==> src/rtl/lsu_bus_master.sv <==
// Load/store unit bus master: one outstanding access, byte-lane steering on the way
// out, lane extraction and sign/zero extension on the way back, bounded wait for data.
module lsu_bus_master #(
    parameter int TIMEOUT_CYCLES = 255
) (
    input  logic        clk,
    input  logic        rst,
    input  logic        req_valid_i,
    output logic        req_ready_o,
    input  logic        req_store_i,
    input  logic [2:0]  req_op_i,
    input  logic [31:0] req_addr_i,
    input  logic [31:0] req_wdata_i,
    output logic        resp_valid_o,
    output logic [31:0] resp_rdata_o,
    output logic        resp_misalign_o,
    output logic        resp_timeout_o,
    output logic        bus_req_o,
    output logic        bus_we_o,
    output logic [31:0] bus_addr_o,
    output logic [3:0]  bus_be_o,
    output logic [31:0] bus_wdata_o,
    input  logic        bus_gnt_i,
    input  logic        bus_rvalid_i,
    input  logic [31:0] bus_rdata_i
);

    localparam int              CNT_W    = $clog2(TIMEOUT_CYCLES + 1);
    localparam logic [CNT_W-1:0] CNT_MAX  = CNT_W'(TIMEOUT_CYCLES);
    localparam logic [CNT_W-1:0] CNT_LAST = CNT_W'(TIMEOUT_CYCLES - 1);

    localparam logic [2:0] OP_W   = 3'b000;
    localparam logic [2:0] OP_SH  = 3'b001;
    localparam logic [2:0] OP_SB  = 3'b010;
    localparam logic [2:0] OP_LH  = 3'b100;
    localparam logic [2:0] OP_LHU = 3'b101;
    localparam logic [2:0] OP_LB  = 3'b110;
    localparam logic [2:0] OP_LBU = 3'b111;

    typedef enum logic [1:0] {
        IDLE = 2'd0,
        REQ  = 2'd1,
        WAIT = 2'd2,
        RESP = 2'd3
    } state_t;

    // Ops that make no sense for the direction collapse to a word access.
    function automatic logic [2:0] norm_op(input logic store, input logic [2:0] op);
        logic [2:0] r;
        r = OP_W;
        if (store) begin
            if (op == OP_SH || op == OP_SB) r = op;
        end else begin
            if (op[2]) r = op;
        end
        return r;
    endfunction

    function automatic logic is_misaligned(input logic [2:0] op, input logic [1:0] a);
        logic r;
        case (op)
            OP_SH, OP_LH, OP_LHU: r = a[0];
            OP_SB, OP_LB, OP_LBU: r = 1'b0;
            default:              r = (a != 2'b00);
        endcase
        return r;
    endfunction

    function automatic logic [3:0] lane_be(input logic [2:0] op, input logic [1:0] a);
        logic [3:0] r;
        case (op)
            OP_SH, OP_LH, OP_LHU: r = a[1] ? 4'b1100 : 4'b0011;
            OP_SB, OP_LB, OP_LBU: r = 4'b0001 << a;
            default:              r = 4'b1111;
        endcase
        return r;
    endfunction

    function automatic logic [31:0] lane_wdata(input logic [2:0] op, input logic [31:0] wd);
        logic [31:0] r;
        case (op)
            OP_SB:   r = {4{wd[7:0]}};
            OP_SH:   r = {2{wd[15:0]}};
            default: r = wd;
        endcase
        return r;
    endfunction

    function automatic logic [31:0] load_extend(input logic [2:0] op, input logic [1:0] a,
                                                input logic [31:0] word);
        logic signed [7:0]  b;
        logic signed [15:0] h;
        logic signed [31:0] ext;
        b = word[{a, 3'b000} +: 8];
        h = a[1] ? word[31:16] : word[15:0];
        case (op)
            OP_LB:   ext = b;
            OP_LBU:  ext = {24'd0, b};
            OP_LH:   ext = h;
            OP_LHU:  ext = {16'd0, h};
            default: ext = word;
        endcase
        return ext;
    endfunction

    state_t           state, state_n;
    logic [CNT_W-1:0] wait_cnt;

    logic             store_p0;
    logic [2:0]       op_p0;
    logic [31:0]      addr_p0;
    logic [3:0]       be_p0;
    logic [31:0]      wdata_p0;

    logic [31:0]      rdata_p1;
    logic             misalign_p1;
    logic             timeout_p1;

    logic [2:0]       op_in;
    logic             mis_in;
    logic             accept;
    logic             timeout_hit;

    assign op_in  = norm_op(req_store_i, req_op_i);
    assign mis_in = is_misaligned(op_in, req_addr_i[1:0]);

    always_comb begin
        state_n     = state;
        accept      = 1'b0;
        timeout_hit = 1'b0;
        case (state)
            IDLE: begin
                if (req_valid_i) begin
                    accept  = 1'b1;
                    state_n = mis_in ? RESP : REQ;
                end
            end
            REQ: begin
                if (bus_gnt_i) state_n = WAIT;
            end
            WAIT: begin
                if (bus_rvalid_i) begin
                    state_n = RESP;
                end else if (wait_cnt == CNT_LAST) begin
                    timeout_hit = 1'b1;
                    state_n     = RESP;
                end
            end
            RESP:    state_n = IDLE;
            default: state_n = IDLE;
        endcase
    end

    always_ff @(posedge clk or posedge rst) begin
        if (rst) begin
            state       <= IDLE;
            wait_cnt    <= '0;
            store_p0    <= 1'b0;
            op_p0       <= 3'b000;
            addr_p0     <= 32'd0;
            be_p0       <= 4'd0;
            wdata_p0    <= 32'd0;
            rdata_p1    <= 32'd0;
            misalign_p1 <= 1'b0;
            timeout_p1  <= 1'b0;
        end else begin
            state <= state_n;
            // Request capture: lanes and data are steered once, then held stable on the bus.
            if (accept) begin
                store_p0    <= req_store_i;
                op_p0       <= op_in;
                addr_p0     <= req_addr_i;
                be_p0       <= lane_be(op_in, req_addr_i[1:0]);
                wdata_p0    <= req_store_i ? lane_wdata(op_in, req_wdata_i) : 32'd0;
                rdata_p1    <= 32'd0;
                misalign_p1 <= mis_in;
                timeout_p1  <= 1'b0;
            end
            if (state == REQ && bus_gnt_i) wait_cnt <= '0;
            // Response capture: extraction happens as the word arrives.
            if (state == WAIT) begin
                if (wait_cnt != CNT_MAX) wait_cnt <= wait_cnt + 1'b1;
                if (bus_rvalid_i) begin
                    rdata_p1 <= store_p0 ? 32'd0 : load_extend(op_p0, addr_p0[1:0], bus_rdata_i);
                end else if (timeout_hit) begin
                    timeout_p1 <= 1'b1;
                end
            end
        end
    end

    assign req_ready_o     = (state == IDLE);
    assign bus_req_o       = (state == REQ);
    assign bus_we_o        = bus_req_o & store_p0;
    assign bus_addr_o      = bus_req_o ? {addr_p0[31:2], 2'b00} : 32'd0;
    assign bus_be_o        = bus_req_o ? be_p0 : 4'd0;
    assign bus_wdata_o     = bus_req_o ? wdata_p0 : 32'd0;
    assign resp_valid_o    = (state == RESP);
    assign resp_rdata_o    = resp_valid_o ? rdata_p1 : 32'd0;
    assign resp_misalign_o = resp_valid_o & misalign_p1;
    assign resp_timeout_o  = resp_valid_o & timeout_p1;

endmodule

==> config.mk <==
export PLATFORM = sky130hd
export DESIGN_NAME = lsu_bus_master
export DESIGN_NICKNAME = d
export VERILOG_FILES = /design/src/rtl/lsu_bus_master.sv
export SDC_FILE = /design/constraint.sdc
export NUM_CORES = 1
export LEC_CHECK = 0
export CAP_MARGIN = 40
export CORE_ASPECT_RATIO = 1.5
export CORE_MARGIN = 2
export CORE_UTILIZATION = 35
export CTS_CLUSTER_SIZE = 24
export DETAILED_ROUTE_END_ITERATION = 8
export PLACE_DENSITY = 0.64
export SETUP_SLACK_MARGIN = 0.15
export SKIP_CTS_REPAIR_TIMING = 1
export SLEW_MARGIN = 20
export SYNTH_ARGS = -nofsm -noshare
export SYNTH_HDL_FRONTEND = slang
export SYNTH_SLANG_ARGS = --single-unit
==> constraint.sdc <==
create_clock -name clk -period 4.9 [get_ports clk]
set_input_delay 0.49 -clock clk [delete_from_list [all_inputs] [get_ports clk]]
set_output_delay 0.49 -clock clk [all_outputs]
set_load 0.02 [all_outputs]
# --- Word-level counts from Yosys, hierarchy flattened ---
# Index checks and enable logic that the tools add are counted.
totals:
  out_inout_bits: 106
  elab_cells: 79
  latch_bits: 0
  mem_bits_rw: 0
  in_bits: 105
  n_memories: 0
  rom_bits: 0
  reg_bits: 116
classes:
  bitwise: 3
  n_eq_ne: 20
  add_sub_neg: 1
  div_mod_pow: 0
  mul: 0
  shift: 2
  magnitude_cmp: 0
  n_mux: 36
  reduce_logical: 7
ops:
  columns: ["op", "count"]
  rows:
  - ["two-way mux 32 bit", 8]
  - ["case mux 32 bit (4 select lines)", 1]
  - ["case mux 32 bit (2 select lines)", 1]
  - ["variable part select 32 x 6 -> 8 bit", 1]
  - ["== test 3 bit (second input constant)", 8]
  - ["two-way mux 8 bit", 3]
  - ["two-way mux 16 bit", 1]
  - ["two-way mux 2 bit", 5]
  - ["two-way mux 1 bit", 9]
  - ["two-way mux 3 bit", 3]
  - ["adder 8 x 1 -> 8 bit (second input constant)", 1]
  - ["== test 8 bit (second input constant)", 1]
  - ["two-way mux 4 bit", 2]
  - ["inequality test 8 bit (second input constant)", 1]
  - ["case mux 2 bit (4 select lines)", 1]
  - ["case mux 4 bit (2 select lines)", 1]
  - ["== test 3 x 1 -> 1 bit (second input constant)", 2]
  - ["== test 3 x 2 -> 1 bit (second input constant)", 2]
  - ["OR reduction 3 bit", 2]
  - ["== test 2 bit (second input constant)", 2]
  - ["left shift 1 x 2 -> 4 bit (first input constant)", 1]
  - ["bitwise AND 1 bit", 3]
  - ["inequality test 3 bit (second input constant)", 1]
  - ["AND reduction 3 bit", 1]
  - ["8 further kinds", 8]

# --- Longest topological paths before layout ---
logic_depth:
  ltp_word: 10
  mapped_depth: 8
  ltp_nobuf: 6

# --- Worst setup path before layout ---
# OpenSTA, ideal clock, no wires.
synth_path:
  path_kind: "flip-flop to output port"
  from: "reg state[1]"
  to: "out bus_addr_o[10]"
  n_path_buf: 2
  path_stages_with_launch: 6
  t_arrival_ns: 1.517
  path_slack_ns: 2.893
  t_required_ns: 4.410
  path_cell_list: "dfrtp_1 inv_1 ha_1 clkbuf_1 clkbuf_1 and2_1"
synth_between:
  elab_chain_cells: 2
synth_rtl:
  columns: ["item", "line", "source"]
  rows:
  - ["from (decl)", "106", "state_t state, state_n;"]
  - ["from (signal assigned)", "167", "state <= state_n;"]
  - ["== test 2 x 1 -> 1 bit", "193", "assign bus_req_o = (state == REQ);"]
  - ["named net bus_req_o", "18", "output logic bus_req_o,"]
  - ["two-way mux 32 bit", "195", "assign bus_addr_o = bus_req_o ? {addr_p0[31:2], 2'b00} : 32'd0;"]
  - ["to (decl)", "20", "output logic [31:0] bus_addr_o,"]
# The timed path passes the listed nets, and every way through them passes these cells.

# --- Worst setup path in the final report ---
layout_path:
  from: "reg state[1]"
  to: "out bus_wdata_o[5]"
layout_between:
  elab_chain_cells: 2
layout_rtl:
  columns: ["item", "line", "source"]
  rows:
  - ["== test 2 x 1 -> 1 bit", "193", null]
  - ["two-way mux 32 bit", "197", "assign bus_wdata_o = bus_req_o ? wdata_p0 : 32'd0;"]
  - ["to (decl)", "22", "output logic [31:0] bus_wdata_o,"]
# No other way between the ends.

==> results.md <==
- Status: finished clean
- Synthesized instance count: 654
- Ys Warns: 0
- Routed wire length: 19100 µm
- # IOs: 211
- PortBufs: 208
- Vias post-DR: 5656
- Clk root buf: clkbuf_16
- Ys async rst share: 1.00
- Fin crit period: 2.92 ns
- Met3 wire length: 921 µm
- Starting Density: 0.357
- Relative slew slack: 0.457
- Avg Inst Size Synth: 9.43 µm²
- Drt pass-1 iters: 5
- Post-Syn Area: 0.00617 mm²
- Die width: 112 µm
- Synth cell count leaders: nand2_1 (147), dfrtp_1 (116), and2_1 (103)
- Worst Setup Path Type: flop to output port
- HPWL after DPL: 14000 µm
- Dpl ws: 2.03 ns
- Critical Path Fanout Max: 48
- Top_reg_cell synth: dfrtp_1
- Synth area leaders: dfrtp_1 (47%), and2_1 (10%), nand2_1 (8.9%), a221o_1 (3.9%), mux2i_1 (3.4%)
- Die span in y: 167 µm
- Fill cells: 1649
- Clk sinks: 116
- Post-route DRC: 0
- Worst r2r src: state[0]$_DFFE_PP0P_
- Reg2reg end: rdata_p1[19]$_DFF_PP0_
- Max layer used: met4
- DR WL/cell: 17.8 µm
- Area of the multi-input gates: 0.00298 mm²
- R2R Setup Slk: 2.61 ns
- Critical path data required time: 4.41 ns
- Crit path launch: state[1]$_DFFE_PP0P_
- Unrepaired setup endpoints after global routing: no
- Initial antenna violation count: 0
- CP Data Arrival Time: 2.43 ns
- Count leader, synth: nand2_1
- GPL Wtd Cong: 0.840
- Area grow syn2layout: 46.3%
- Final Max Tran Viols: 0
- Distinct cell type count after synthesis: 51
- CTS max path bufs: 2
- Setup TNS Final: 0 ns
- Worst-path clk slew: 0.06 ns
- Synth Register Bits: 116
- Final setup margin: 1.98 ns
- Pwr dens: 545 mW/mm²
- Min-Delay Path Class: input port to async pin
- Nets@finish: 954
- Area of the die: 0.0187 mm²
- CTS tree: done
- Vias in the first global route: 5871
- Antenna Nets Post-Route: 0
- Via/cell ratio: 5.29
- Num CTS Buffers: 17
- Antenna Cells: 0
- Yosys top cell area share: 0.471
- Layout Skew: 0.0108 ns
- Global-route wire length before repair: 30500 µm
- Remaining Overflow, GRT: 0
- Max Fclk: 0.343 GHz
- Final period util: 0.595
- Peak VDD IR: 262 µV
- Final setup vio count: 0
- Number of max-cap violations: 0
- Worst setup SP type: flop
- Register area: 0.00290 mm²
- Worst r2r path cells: 7
- Met2 WL: 9860 µm
- Number of enable flip-flop cells after synthesis: 0
- Final hold viol count: 0
- Fin cells: 1069
- Share of cells above drive strength 1: 0.0724
- Clock Latency Late Sink: 0.40 ns
- Placed cells: 1035
- 1st-iter DRT viols: 321
- Post-synthesis sequential area ratio: 0.471
- M1 WL: 7680 µm
- Core area: 0.0173 mm²
- GR Util All Layers: 0.203
- Worst-Margin Slew: 0.815 ns
- Cell accounting for the most synthesized area: dfrtp_1
- WHS: 0.430 ns
- Finished Core Util: 0.522
- Row Count: 59
- H-Tree Level Count: 4
- Pin count of the biggest net entering global routing: 56
- Worst setup EP type: output port
- Leakage: 4.03 nW
area by class of cell:
class,count,share of cell area
Multi-Input combinational cell,478,0.331
Sequential cell,116,0.322
Timing Repair Buffer,220,0.245
Clock buffer,19,0.0480
Tap cell,213,0.0295
Clock inverter,13,0.0204
Inverter,10,0.00444
sequential cells by signal, summed over array words and instances, names as in the netlist:
register	flops
wait_cnt	8
timeout_p1	1
misalign_p1	1
addr_p0	32
be_p0	4
op_p0	3
store_p0	1
wdata_p0	32
rdata_p1	32
state	2
critical path, stage by stage (launching register included):
cell	delay, ns
dfrtp_1	0.41
inv_1	0.11
ha_2	0.42
buf_12	0.25
and2_1	0.20
clkdlybuf4s50_1	0.63
how the worst max path moves through the flow:
stage          slack [ns]                  endpoint
2_1_floorplan        1.34    addr_p0[0]$_DFFE_PP0P_
3_3_place_gp         2.11               bus_be_o[3]
3_5_place_dp         2.03  wdata_p0[26]$_DFFE_PP0P_
4_1_cts              1.93            bus_wdata_o[5]
5_1_grt              1.85            bus_wdata_o[5]
6_report             1.98            bus_wdata_o[5]
routing by layer:
metal  vias to the layer above  GRT usage
met2                       205      0.359
li1                       2658          -
met1                      2759      0.238
met5                         -          0
met4                         0     0.0827
met3                        34     0.0400
layout by cell type, fill, tap and decap left out, types with 13 or more instances in the layout:
| cell type | netlist | layout |
|---|---|---|
| nand3_1 | 13 | 13 |
| o21ai_0 | 16 | 16 |
| a22o_1 | 13 | 13 |
| nand2_1 | 147 | 146 |
| clkbuf_16 | 0 | 17 |
| a32o_1 | 17 | 17 |
| clkdlybuf4s50_1 | 0 | 208 |
| or3_1 | 16 | 16 |
| nor2_1 | 25 | 25 |
| dfrtp_1 | 116 | 116 |
| a221o_1 | 24 | 24 |
| mux2i_1 | 21 | 21 |
| and2_1 | 103 | 103 |
| o221ai_1 | 16 | 16 |
where the power goes:
| group | internal, mW | switching (mW) | total (mW) | leakage [nW] |
|---|---|---|---|---|
| Combinational | 0.941 | 1.09 | 2.03 | 2.24 |
| Clock | 0.850 | 0.440 | 1.29 | 0.293 |
| Sequential | 1.33 | 0.258 | 1.59 | 1.50 |
| Total | 3.12 | 1.79 | 4.92 | 4.03 |
cell families (layout without fill, tap and decap cells):
logic type	count (synthesis)	in the layout	share of synthesized area
AO/OA/AOI/OAI	122	122	0.167
XOR/XNOR	3	3	0.00426
adder cells (fa/ha/maj)	6	6	0.0122
buffers and inverters	61	262	0.0475
flip-flops	116	116	0.471
multiplexers	23	23	0.0396
other	1	2	0.000608
AND/OR/NAND/NOR	322	322	0.258
stage by stage:
step,total power [mW],cell area [µm²]
6_report,4.92,9020
2_1_floorplan,2.79,6170
3_3_place_gp,3.54,8330
3_5_place_dp,3.64,8380
4_1_cts,4.94,8990
5_1_grt,5.23,9020
No activity file was read; power rests on OpenSTA's default activity.
